File: src/rtl/uart_frame_pkg.sv
// uart_frame_pkg
//   Shared definitions for the UART framing blocks (the transmit framer here,
//   and the receive-side deframer that will reuse the same constants).
//   - frame_state_t : state encoding of the transmit framer FSM
//   - DEF_*         : default delimiter / escape constants
package uart_frame_pkg;

    typedef enum logic [2:0] {
        ST_IDLE = 3'd0,
        ST_SOF  = 3'd1,
        ST_BYTE = 3'd2,
        ST_ESC  = 3'd3,
        ST_WAIT = 3'd4,
        ST_CKS  = 3'd5,
        ST_EOF  = 3'd6
    } frame_state_t;

    localparam logic [7:0] DEF_SYNC_BYTE = 8'h7E;
    localparam logic [7:0] DEF_ESC_BYTE  = 8'h7D;
    localparam logic [7:0] DEF_ESC_XOR   = 8'h20;

endpackage

File: src/rtl/uart_frame_esc.sv
// uart_frame_esc
//   Combinational escape decision for one byte. A byte that collides with the
//   frame delimiter or the escape prefix must be sent as ESC_BYTE followed by
//   the byte XORed with ESC_XOR.
//   Ports:
//     i_byte     in  WIDTH : candidate byte
//     o_need_esc out 1     : byte must be escaped
//     o_esc_val  out WIDTH : second byte of the escaped pair
module uart_frame_esc
    import uart_frame_pkg::*;
#(
    parameter int               WIDTH     = 8,
    parameter logic [WIDTH-1:0] SYNC_BYTE = WIDTH'(DEF_SYNC_BYTE),
    parameter logic [WIDTH-1:0] ESC_BYTE  = WIDTH'(DEF_ESC_BYTE),
    parameter logic [WIDTH-1:0] ESC_XOR   = WIDTH'(DEF_ESC_XOR)
) (
    input  logic [WIDTH-1:0] i_byte,
    output logic             o_need_esc,
    output logic [WIDTH-1:0] o_esc_val
);

    assign o_need_esc = (i_byte == SYNC_BYTE) || (i_byte == ESC_BYTE);
    assign o_esc_val  = i_byte ^ ESC_XOR;

endmodule

File: src/rtl/uart_tx_framer.sv
// uart_tx_framer
//   HDLC-style packet framer feeding a buffered UART transmitter. Payload words
//   are split into bytes (byte 0 = s_data[WIDTH-1:0] first), byte-stuffed and
//   wrapped as SYNC, payload, [checksum], SYNC.
//   Build option: define UART_TX_FRAMER_CKSUM_EN to append the two's-complement
//   checksum of the payload bytes before the closing SYNC.
//   Ports:
//     clk, rst            : clock, synchronous active-high reset
//     s_data/s_valid/
//     s_last/s_ready      : payload word stream in
//     tx_din/tx_req/
//     tx_ready            : byte stream out to the transmitter FIFO
//     busy                : a frame is in progress
module uart_tx_framer
    import uart_frame_pkg::*;
#(
    parameter int               WIDTH      = 8,
    parameter int               WORD_BYTES = 4,
    parameter logic [WIDTH-1:0] SYNC_BYTE  = WIDTH'(DEF_SYNC_BYTE),
    parameter logic [WIDTH-1:0] ESC_BYTE   = WIDTH'(DEF_ESC_BYTE),
    parameter logic [WIDTH-1:0] ESC_XOR    = WIDTH'(DEF_ESC_XOR)
) (
    input  logic                        clk,
    input  logic                        rst,
    input  logic [WIDTH*WORD_BYTES-1:0] s_data,
    input  logic                        s_valid,
    input  logic                        s_last,
    output logic                        s_ready,
    output logic [WIDTH-1:0]            tx_din,
    output logic                        tx_req,
    input  logic                        tx_ready,
    output logic                        busy
);

    localparam int               IDX_W    = (WORD_BYTES > 1) ? $clog2(WORD_BYTES) : 1;
    localparam logic [IDX_W-1:0] IDX_LAST = IDX_W'(WORD_BYTES - 1);

    frame_state_t                r_state, w_state_next;
    logic [IDX_W-1:0]            r_idx, w_idx_next;
    logic [WIDTH*WORD_BYTES-1:0] r_word, w_word_next;
    logic                        r_last, w_last_next;
    logic                        w_advance;

    logic [WIDTH-1:0]            w_bytes [WORD_BYTES];
    logic [WIDTH-1:0]            w_cur_byte;
    logic [WIDTH-1:0]            w_esc_in;
    logic                        w_need_esc;
    logic [WIDTH-1:0]            w_esc_val;
    logic [WIDTH-1:0]            w_din;

    genvar gi;
    generate
        for (gi = 0; gi < WORD_BYTES; gi++) begin : g_bytes
            assign w_bytes[gi] = r_word[gi*WIDTH +: WIDTH];
        end
    endgenerate

    assign w_cur_byte = w_bytes[r_idx];

`ifdef UART_TX_FRAMER_CKSUM_EN
    logic [WIDTH-1:0] r_cks, w_cks_next;
    // Set once the payload is finished, so the shared escaper and the ESC
    // state know they are handling the checksum rather than a payload byte.
    logic             r_cks_phase, w_cks_phase_next;
    logic [WIDTH-1:0] w_cks_val;

    assign w_cks_val = -r_cks;
    assign w_esc_in  = r_cks_phase ? w_cks_val : w_cur_byte;
`else
    assign w_esc_in  = w_cur_byte;
`endif

    // Single escaper shared between payload bytes and the checksum byte.
    uart_frame_esc #(
        .WIDTH     (WIDTH),
        .SYNC_BYTE (SYNC_BYTE),
        .ESC_BYTE  (ESC_BYTE),
        .ESC_XOR   (ESC_XOR)
    ) u_esc (
        .i_byte     (w_esc_in),
        .o_need_esc (w_need_esc),
        .o_esc_val  (w_esc_val)
    );

    always_ff @(posedge clk) begin
        if (rst) begin
            r_state <= ST_IDLE;
            r_idx   <= '0;
            r_word  <= '0;
            r_last  <= 1'b0;
`ifdef UART_TX_FRAMER_CKSUM_EN
            r_cks       <= '0;
            r_cks_phase <= 1'b0;
`endif
        end else begin
            r_state <= w_state_next;
            r_idx   <= w_idx_next;
            r_word  <= w_word_next;
            r_last  <= w_last_next;
`ifdef UART_TX_FRAMER_CKSUM_EN
            r_cks       <= w_cks_next;
            r_cks_phase <= w_cks_phase_next;
`endif
        end
    end

    always_comb begin
        w_state_next = r_state;
        w_idx_next   = r_idx;
        w_word_next  = r_word;
        w_last_next  = r_last;
        w_advance    = 1'b0;
`ifdef UART_TX_FRAMER_CKSUM_EN
        w_cks_next       = r_cks;
        w_cks_phase_next = r_cks_phase;
`endif
        case (r_state)
            ST_IDLE: begin
                if (s_valid) begin
                    w_word_next  = s_data;
                    w_last_next  = s_last;
                    w_idx_next   = '0;
                    w_state_next = ST_SOF;
`ifdef UART_TX_FRAMER_CKSUM_EN
                    w_cks_next       = '0;
                    w_cks_phase_next = 1'b0;
`endif
                end
            end
            ST_SOF: begin
                if (tx_ready) w_state_next = ST_BYTE;
            end
            ST_BYTE: begin
                if (tx_ready) begin
                    if (w_need_esc) w_state_next = ST_ESC;
                    else            w_advance    = 1'b1;
                end
            end
            ST_ESC: begin
                if (tx_ready) begin
`ifdef UART_TX_FRAMER_CKSUM_EN
                    if (r_cks_phase) w_state_next = ST_EOF;
                    else             w_advance    = 1'b1;
`else
                    w_advance = 1'b1;
`endif
                end
            end
            ST_WAIT: begin
                if (s_valid) begin
                    w_word_next  = s_data;
                    w_last_next  = s_last;
                    w_idx_next   = '0;
                    w_state_next = ST_BYTE;
                end
            end
`ifdef UART_TX_FRAMER_CKSUM_EN
            ST_CKS: begin
                if (tx_ready) w_state_next = w_need_esc ? ST_ESC : ST_EOF;
            end
`endif
            ST_EOF: begin
                if (tx_ready) w_state_next = ST_IDLE;
            end
            default: w_state_next = ST_IDLE;
        endcase

        // A payload byte (plain or the second half of an escaped pair) has
        // been accepted: fold it into the sum and move on.
        if (w_advance) begin
`ifdef UART_TX_FRAMER_CKSUM_EN
            w_cks_next = r_cks + w_cur_byte;
`endif
            if (r_idx != IDX_LAST) begin
                w_idx_next   = r_idx + IDX_W'(1);
                w_state_next = ST_BYTE;
            end else if (r_last) begin
`ifdef UART_TX_FRAMER_CKSUM_EN
                w_cks_phase_next = 1'b1;
                w_state_next     = ST_CKS;
`else
                w_state_next = ST_EOF;
`endif
            end else begin
                w_state_next = ST_WAIT;
            end
        end
    end

    // Outputs come from registered state only (never from tx_ready), and are
    // forced quiet while reset is asserted.
    always_comb begin
        w_din = '0;
        case (r_state)
            ST_SOF, ST_EOF:  w_din = SYNC_BYTE;
            ST_BYTE, ST_CKS: w_din = w_need_esc ? ESC_BYTE : w_esc_in;
            ST_ESC:          w_din = w_esc_val;
            default:         w_din = '0;
        endcase
        tx_din  = rst ? '0 : w_din;
        tx_req  = !rst && (r_state == ST_SOF || r_state == ST_BYTE || r_state == ST_ESC ||
                           r_state == ST_CKS || r_state == ST_EOF);
        s_ready = !rst && (r_state == ST_IDLE || r_state == ST_WAIT);
        busy    = !rst && (r_state != ST_IDLE);
    end

endmodule
File: config.mk
export PLATFORM = sky130hd
export DESIGN_NAME = uart_tx_framer
export DESIGN_NICKNAME = d
export VERILOG_FILES = /design/src/rtl/uart_frame_pkg.sv /design/src/rtl/uart_frame_esc.sv /design/src/rtl/uart_tx_framer.sv
export SDC_FILE = /design/constraint.sdc
export NUM_CORES = 1
export LEC_CHECK = 0
export CAP_MARGIN = 20
export CORE_MARGIN = 2
export CORE_UTILIZATION = 52
export CTS_BUF_LIST = sky130_fd_sc_hd__clkbuf_16
export DETAILED_ROUTE_END_ITERATION = 7
export PLACE_DENSITY = 0.95
export SLEW_MARGIN = 20
export SYNTH_ARGS = -nofsm -noshare
export SYNTH_HDL_FRONTEND = slang
export SYNTH_SLANG_ARGS = --single-unit
export TNS_END_PERCENT = 30
File: constraint.sdc
create_clock -name clk -period 6.05 [get_ports clk]
set_clock_uncertainty 0.05 [all_clocks]
set_input_delay 0.605 -clock clk [delete_from_list [all_inputs] [get_ports clk]]
set_output_delay 0.605 -clock clk [all_outputs]
set_load 0.005 [all_outputs]
==> results.md <==
* Post-DRT Antenna Nets at 0
* Synthesized area per cell at 8.01 µm²
* Placement Setup Slack at 2610 ps
* Syn Inst Count at 236
* Comb pwr share at 17.1%
* Overflow left after global routing at 0
* Die H at 64.3 µm
* Max frequency at 0.269 GHz
* Fin crit period at 3720 ps
* GR met2 Demand/Resource at 41.5%
* Core Region at 3420 µm²
* CP startpoint: r_idx[0]
* CTS tree: built
* Slew Limit Fails at 0
* H-tree depth at 2
* Initial drt markers at 165
* Least-Margin Pin Slew at 609 ps
* Syn nets at 274
* Largest net degree at the start of global routing at 47
* HP Start: r_word[23]
* Worst Path Required at 5390 ps
* Post-Route WL at 4.67 mm
* Via count at 1,808
* Global-route wire length before repair at 7.74 mm
* Setup CP Type: flop to output pin
* Crit end category: output pin
* Critical path arrival at 3070 ps
* Commonest non-fill, non-tap cell in the layout: nand2_1
* Global Route met1 Usage at 30.0%
* Leak Pwr at 0.891 nW
* Die width at 64.3 µm
* Crit start category: flop
* Vias in the first global route at 1,656
* Worst-Skew Late Latency at 280 ps
* CTS Root Cell: clkbuf_16
* Port bufs at 47
* Synth-to-Final Area Change at 34.2%
* # setup viols final at 0
* Worst-path clk slew at 50 ps
* Resized cells post-CTS at 0
* Final Cycle Share at 61.5%
* Non-Filler Instances at 319
* Clock tree buffer depth at 2
* Seq pwr share at 38.6%
* Total power at 0.000753 W
* Placer Congestion at 0.875
* Die Footprint at 4130 µm²
* Hold Vio Cnt, Final at 0
* Clock sink count at 38
* GRT Total Usage at 24.6%
* Layout Nets at 310
* Run status: completed
* Total of max-cap violations at 0
* Clock Power Share at 44.3%
* Grt met3 use at 5.81%
* Row count at 21
* Top cells by area, synth: dfxtp_1 40%, nand2_1 14%, a21oi_1 11%, mux4_2 9.5%, clkbuf_1 3.0%
* Worst Setup Slack, final at 2330 ps
* #FFs+latches synth at 38
* Drt drc at 0
* Layout cell share with drive strength beyond 1 at 8.42%
* Max-Slew Margin vs Limit at 59.2%
* Initial antenna violation count at 0
* Power Density at 297 nW/µm²
* EDFF count, synth at 0
* Reg2reg start: r_idx[0]
* Drt first pass iters at 4
* Ports at 48
* Warnings from Yosys at 0
* Gr busiest metal: met2
* DP HPWL at 3.02 mm
* Synth cell types at 37
* Worst-path maximum fanout at 11
* Worst-case vdd ir drop at 0.200 mV
* Initial Utilization at 55.3%
* N_diodes at 0
* Synth Cell Area at 1890 µm²
* Hold Crit Class: flop to flop
* Yosys top cell area share at 40.3%
* Yosys top cell by area: dfxtp_1
* Hold-fix buffers at CTS at 0
* Most frequent cells in the layout: 69 x nand2_1, 47 x clkdlybuf4s50_1, 41 x a21oi_1, 38 x dfxtp_1, 8 x mux4_2
* Sequential element share of the synthesized area at 40.3%
* Post-CTS Setup Inserts at 0
* Drt wl/cell at 14.7 µm
* Setup_tns at 0 ps
* Post-synthesis async set-or-reset flop share at 0%
* Placed cells at 311
* Top FF cell, synth: dfxtp_1
* RSZ-0062 raised after global routing: false
* Int Power at 0.000572 W
* P_sw at 0.000181 W
* Sw Ratio at 24.0%
* Cts bufs inserted at 5
* DR vias/cell at 5.67
synth_stat cells (2+ instances only):
master	count
inv_1	2
nand2b_1	6
dfxtp_1	38
nand3b_1	3
nor2_1	7
mux2i_1	2
nand3_1	2
clkbuf_1	15
a31oi_1	3
nand2_1	70
o21ai_1	7
o21ai_0	4
a21oi_1	41
nor2b_1	4
buf_2	2
mux4_2	8
nor3_1	2
path summary, 6_finish.rpt:
path | to | slack [ps] | cells past startpoint
min reg2reg | r_word[23] | 400 | 2
max | tx_din[0] | 2330 | 6
min | r_word[23] | 400 | 2
max reg2reg | r_idx[0] | 3490 | 5
final cells by class:
cell class                 count  area, µm²
tap                           46       57.6
fill                         250        880
clock buffer                   5        125
multi-input combinational    177       1040
inverter                       2       7.51
timing repair buffer          48        478
sequential                    38        761
clock inverter                 3       63.8
power by group through the flow:
| stage | Clock [W] | Combinational, W | Sequential [W] |
|---|---|---|---|
| detailed placement | 0 | 0.000126 | 0.000295 |
| CTS | 0.000334 | 0.000129 | 0.000290 |
| finish | 0.000334 | 0.000129 | 0.000291 |
| floorplan | 0 | 0.0000867 | 0.000282 |
| global placement | 0 | 0.000122 | 0.000294 |
| global route | 0.000344 | 0.000144 | 0.000293 |
state kept, by name, indices dropped and copies added, names as in the netlist:
register  cells
r_idx         2
r_last        1
r_state       3
r_word       32
kinds of logic after synthesis:
kind of cell	count (synthesis)	share of synthesized area [%]
compound gates	62	17.7
mux	11	11.4
xor+xnor	1	0.861
buf+inv	21	4.70
fa+ha+maj	1	0.662
flops	38	40.3
simple gates	102	24.4
metal layers:
metal | up-vias | wire (µm) | part of all wire [%]
met5 | - | 0 | 0
met4 | 0 | 106 | 2.3
met3 | 11 | 305 | 6.5
met2 | 82 | 2350 | 50
met1 | 833 | 1910 | 41
li1 | 882 | - | -
critical path, cell delays in order, from the launching register on:
cell             delay [ps]
dfxtp_1                 670
mux4_2                  640
xnor2_2                 180
nor4_2                  390
nor2_1                   80
o32ai_1                 270
clkdlybuf4s50_1         560
stage by stage:
| stage | util, % | hold WS [ps] | area (µm²) |
|---|---|---|---|
| finish | 74.2 | 403 | 2540 |
| global route | 74.2 | 431 | 2540 |
| CTS | 74.1 | 406 | 2530 |
| detailed placement | 68.6 | 398 | 2340 |
| global placement | 68.6 | 390 | 2340 |
| floorplan | - | 381 | 1890 |
Power figures use the tool's default switching activity.
